--- config.mk ---
export PLATFORM = sky130hd
export DESIGN_NAME = calc_1
export DESIGN_NICKNAME = d
export VERILOG_FILES = /design/src/rtl/calc_1.sv
export SDC_FILE = /design/constraint.sdc
export NUM_CORES = 1
export LEC_CHECK = 0
export ABC_CLOCK_PERIOD_IN_PS = 8500
export CAP_MARGIN = 20
export CORE_AREA = 2 2 223 247
export CTS_CLUSTER_DIAMETER = 80
export DETAILED_ROUTE_END_ITERATION = 8
export DIE_AREA = 0 0 225 249
export GPL_TIMING_DRIVEN = 0
export PLACE_DENSITY_LB_ADDON = 0.2
export SYNTH_ARGS = -nofsm -noshare
export SYNTH_HDL_FRONTEND = slang
export SYNTH_SLANG_ARGS = --single-unit
--- constraint.sdc ---
create_clock -name c_clk -period 8.5 [get_ports c_clk]
set_input_delay 1.7 -clock c_clk [delete_from_list [all_inputs] [get_ports c_clk]]
set_output_delay 1.7 -clock c_clk [all_outputs]
set_load 0.01 [all_outputs]
--- src/rtl/calc_1.sv ---
// Four independent two-cycle arithmetic channels (add, subtract, optional shifts).
// Define CALC1_SHIFT_EN to enable the shift commands 5 and 6.
module calc_1 (
  input  logic        c_clk,
  input  logic [1:7]  reset,
  input  logic [0:3]  req1_cmd_in,
  input  logic [0:31] req1_data_in,
  input  logic [0:3]  req2_cmd_in,
  input  logic [0:31] req2_data_in,
  input  logic [0:3]  req3_cmd_in,
  input  logic [0:31] req3_data_in,
  input  logic [0:3]  req4_cmd_in,
  input  logic [0:31] req4_data_in,
  output logic [0:31] out_data1,
  output logic [0:1]  out_resp1,
  output logic [0:31] out_data2,
  output logic [0:1]  out_resp2,
  output logic [0:31] out_data3,
  output logic [0:1]  out_resp3,
  output logic [0:31] out_data4,
  output logic [0:1]  out_resp4
);

  typedef enum logic {IDLE, OP2} state_t;

  localparam logic [1:0] RESP_NONE = 2'd0;
  localparam logic [1:0] RESP_OK   = 2'd1;
  localparam logic [1:0] RESP_ERR  = 2'd2;

  localparam logic [3:0] CMD_NOP = 4'd0;
  localparam logic [3:0] CMD_ADD = 4'd1;
  localparam logic [3:0] CMD_SUB = 4'd2;
  localparam logic [3:0] CMD_SHL = 4'd5;
  localparam logic [3:0] CMD_SHR = 4'd6;

  // Only reset[1] is functional; the remaining bits are deliberately ignored.
  logic rst_n;
  logic unused_reset_bits;
  assign rst_n             = reset[1];
  assign unused_reset_bits = ^reset[2:7];

  // Bit 0 of each [0:N] port is the MSB, so plain assignment keeps numeric value.
  logic [3:0]  cmd_in   [4];
  logic [31:0] data_in  [4];
  logic [31:0] data_out [4];
  logic [1:0]  resp_out [4];

  assign cmd_in[0]  = req1_cmd_in;
  assign cmd_in[1]  = req2_cmd_in;
  assign cmd_in[2]  = req3_cmd_in;
  assign cmd_in[3]  = req4_cmd_in;
  assign data_in[0] = req1_data_in;
  assign data_in[1] = req2_data_in;
  assign data_in[2] = req3_data_in;
  assign data_in[3] = req4_data_in;

  assign out_data1 = data_out[0];
  assign out_data2 = data_out[1];
  assign out_data3 = data_out[2];
  assign out_data4 = data_out[3];
  assign out_resp1 = resp_out[0];
  assign out_resp2 = resp_out[1];
  assign out_resp3 = resp_out[2];
  assign out_resp4 = resp_out[3];

  generate
    for (genvar gi = 0; gi < 4; gi++) begin : g_chan
      state_t      state_reg, state_next;
      logic [3:0]  cmd_reg,   cmd_next;
      logic [31:0] op1_reg,   op1_next;
      logic [31:0] data_reg,  data_next;
      logic [1:0]  resp_reg,  resp_next;
      logic [32:0] sum;
      logic [31:0] diff;

      // Operand 2 is consumed straight from the input at the second edge.
      assign sum  = {1'b0, op1_reg} + {1'b0, data_in[gi]};
      assign diff = op1_reg - data_in[gi];

      always_comb begin
        state_next = state_reg;
        cmd_next   = cmd_reg;
        op1_next   = op1_reg;
        data_next  = '0;
        resp_next  = RESP_NONE;
        case (state_reg)
          IDLE: begin
            if (cmd_in[gi] != CMD_NOP) begin
              state_next = OP2;
              cmd_next   = cmd_in[gi];
              op1_next   = data_in[gi];
            end
          end
          OP2: begin
            state_next = IDLE;
            resp_next  = RESP_ERR;
            case (cmd_reg)
              CMD_ADD: begin
                if (!sum[32]) begin
                  resp_next = RESP_OK;
                  data_next = sum[31:0];
                end
              end
              CMD_SUB: begin
                if (data_in[gi] <= op1_reg) begin
                  resp_next = RESP_OK;
                  data_next = diff;
                end
              end
`ifdef CALC1_SHIFT_EN
              CMD_SHL: begin
                resp_next = RESP_OK;
                data_next = op1_reg << data_in[gi][4:0];
              end
              CMD_SHR: begin
                resp_next = RESP_OK;
                data_next = op1_reg >> data_in[gi][4:0];
              end
`endif
              default: ;
            endcase
          end
          default: state_next = IDLE;
        endcase
      end

      always_ff @(posedge c_clk) begin
        if (!rst_n) begin
          state_reg <= IDLE;
          cmd_reg   <= '0;
          op1_reg   <= '0;
          data_reg  <= '0;
          resp_reg  <= RESP_NONE;
        end else begin
          state_reg <= state_next;
          cmd_reg   <= cmd_next;
          op1_reg   <= op1_next;
          data_reg  <= data_next;
          resp_reg  <= resp_next;
        end
      end

      assign data_out[gi] = data_reg;
      assign resp_out[gi] = resp_reg;
    end
  endgenerate

endmodule

==> results.yml <==
sta:
  fin_crit_sh_pct: 63.1
  maxSlewViolCount: 0
  fin_setup_tns_ps: 0
  rsz0062_at_grt: "no"
  worst_pin_slew_ps: 1120
  finalClockSkew_ps: 11.4
  relSlewSlack_pct: 24.7
  finalHoldViolations: 0
  setup_viol: 0
  finalCriticalPeriod_ps: 5360
  fmax_mhz: 186
floorplanning:
  die_height_um: 249
  core_area_mm2: 0.0533
  ios: 288
  initial_core_util_pct: 44.8
  rows: 89
  die_area_mm2: 0.0560
  fp.dieW_um: 225
clocking:
  post_cts_buffers: 0
  h-tree-depth: 2
  numCtsBuffers: 35
  holdBufCountCts: 0
  clkTransAtPathRegs_ps: 60
  cts_num_sinks: 284
  cts_buffer_depth: 3
  cts_resized: 0
  clk_latency_ps: 560
  cts_root_buffer: "clkbuf_16"
  cts_tree: "done"
detailed_routing:
  m1WireLength_um: 35400
  via_per_inst: 5.91
  wl_met2_um: 36400
  highest_layer: "met5"
  routed_wl_um: 80500
  ant_nets: 0
  vias: 25000
  drc: 0
  dr.pass1.iters: 6
  post_drt_wl_per_cell_um: 19.1
  initialDrtViolationCount: 2338
  dr_wl_met3_um: 5870
critical_path:
  cp-end-kind: "flop"
  arrival_ps: 5790
  cp_num_cells: 14
  critical_path_class: "in -> reg"
  cp.buffers_inverters: 4
  crit_family: "compound AO/OA/AOI/OAI gates"
  cp_slowest_cell: "o21ai_1"
  required_ps: 8920
  max_stage_delay_ps: 900
  cp-start-kind: "primary input"
  worst_r2r_path_depth: 14
  crit_fanout: 10
  worstPathCellList: "clkdlybuf4s50_1 > inv_1 > ha_1 > buf_2 > a21oi_1 > o21ai_0 > a31oi_1 > o22a_1 > o21ai_0 > o21ai_1 > clkbuf_1 > o2bb2ai_1 > o21ai_0 > nor2_1"
  cp_common_cell: "o21ai_0"
cells_and_area:
  final_cell_mix: "379 x nand2_1, 291 x nor2_1, 284 x dfxtp_1, 281 x clkdlybuf4s50_1, 277 x a21oi_1"
  largest_reg_flops: 128
  drive_gt1_share_pct: 6.04
  fillers: 5216
  syn2layout_area_growth_pct: 20.9
  nets: 3932
  design_area_mm2: 0.0289
  layout_commonest_cell: "nand2_1"
min_path:
  whs_path_depth: 2
  hp-class: "reg -> reg"
synth:
  synth_cell_type_count: 109
  syn_area_mm2: 0.0239
  yosysTopAreaCell: "dfxtp_1"
  synth.ff_latch_count: 284
  synth-edff-count: 0
  yosysTopAreaCellShare_pct: 23.8
  syn_avg_cell_area_um2: 7.46
  synth_ff_type: "dfxtp_1"
  yosys_warnings: 0
  synth_fp_nets: 3614
  async_flop_share_pct: 0
  ys_top_cells_by_area: "dfxtp_1 24%, ha_1 13%, nand2_1 6.0%"
  syn_inst: 3198
  yosysSeqAreaShare_pct: 23.8
flow_run:
  max-cap-violations: 0
global_route:
  grt_pass1_vias: 23100
  grt_first_pass_wirelength_um: 126000
  grt_usage_pct: 27.7
  grt_max_degree: 14
  grt_overflow: 0
  antenna_found_initial: 9
pwr:
  switchingPower_w: 0.00151
  ir_drop_mv: 0.165
  p_int_w: 0.00303
  p_comb_share_pct: 30.0
  p_clk_share_pct: 37.9
  swShare_pct: 33.3
  power_density_mw_per_mm2: 157
  seqPwrFrac_pct: 32.1
  p_leak_nw: 12.3
placed_design:
  postPlaceCellArea_mm2: 0.0275
  port-buffer-count: 281
  post-dp-hpwl_um: 62400
  gp_congestion: 0.965
outcome:
  status: "complete, no violations"
-- stage by stage --
stage          instances  hold WS (ps)  worst slack (ps)  util, %  total power, W
2_1_floorplan       3198           443              4030        -         0.00239
3_3_place_gp        4161           458              2660     51.6         0.00281
3_5_place_dp        4161           467              2670     51.6         0.00281
4_1_cts             4223           475              3250     54.1         0.00456
5_1_grt             4224           508              2970     54.1         0.00478
6_report            4224           469              3140     54.1         0.00454
-- layout make-up --
cell class                      count  area, um^2  area share [%]
Multi-Input combinational cell   2471       16400            56.9
Sequential cell                   284        5690            19.7
Timing Repair Buffer              281        2810            9.75
Clock buffer                       44         992            3.44
Inverter                          258         968            3.36
Tap cell                          682         853            2.96
Buffer                            185         806            2.79
Clock inverter                     18         327            1.13
Antenna cell                        1        2.50         0.00867
-- cells by family (layout without fill, tap and decap cells) --
logic type / Yosys count / count (layout) / share of synthesized area [%]
compound gates: 1150 / 1150 / 34.2
simple gates: 1045 / 1045 / 20.0
other cells: 0 / 1 / 0
flops: 284 / 284 / 23.8
xor+xnor: 7 / 7 / 0.257
buf+inv: 443 / 786 / 7.43
fa+ha+maj: 264 / 264 / 14.1
mux: 5 / 5 / 0.215
-- tightest hold or removal path, cell delays in order, from the launching register on --
cell and delay, ps:
dfxtp_1 300, nand2_1 50, a21boi_0 60
-- power groups by stage --
stage / clock, W / sequential (W) / combinational [W]
after detailed placement: 0 / 0.00148 / 0.00133
after CTS: 0.00177 / 0.00145 / 0.00134
after global routing: 0.00181 / 0.00146 / 0.00150
after global placement: 0 / 0.00148 / 0.00133
after floorplan: 0 / 0.00148 / 0.000907
final: 0.00172 / 0.00145 / 0.00136
-- metal layers --
metal | GRT usage, % | vias to the layer above
li1 | - | 12200
met1 | 36.3 | 11600
met2 | 45.5 | 975
met3 | 4.86 | 178
met4 | 9.88 | 16
met5 | 0 | -
-- final timing paths --
kind	slack (ps)	start	to
worst min register to register	470	g_chan[3].cmd_reg[3]$_SDFFE_PN0P_	g_chan[3].cmd_reg[3]$_SDFFE_PN0P_
worst min-delay path	470	g_chan[3].cmd_reg[3]$_SDFFE_PN0P_	g_chan[3].cmd_reg[3]$_SDFFE_PN0P_
worst max register to register	4510	g_chan[3].op1_reg[0]$_SDFFE_PN0P_	out_data4[10]$_SDFF_PN0_
worst max-delay path	3140	req4_data_in[12]	out_data4[29]$_SDFF_PN0_
-- Yosys cell counts (all sizes together) (12+ instances only) --
library cell	number
nand3	33
o21ai	119
nor4	29
o31ai	28
a221oi	83
a22oi	12
and2	12
or3	15
nor2	295
ha	256
a31oi	26
a211oi	81
o21bai	53
inv	258
nand2	380
or2	23
o22ai	46
nor2b	42
nor3	107
a21o	61
o211ai	22
nand2b	40
o221a	20
nand4	25
clkbuf	128
a21oi	281
a21boi	147
o21a	18
dfxtp	284
o22a	19
buf	57
Note: power is estimated with default switching activity, not from simulation.
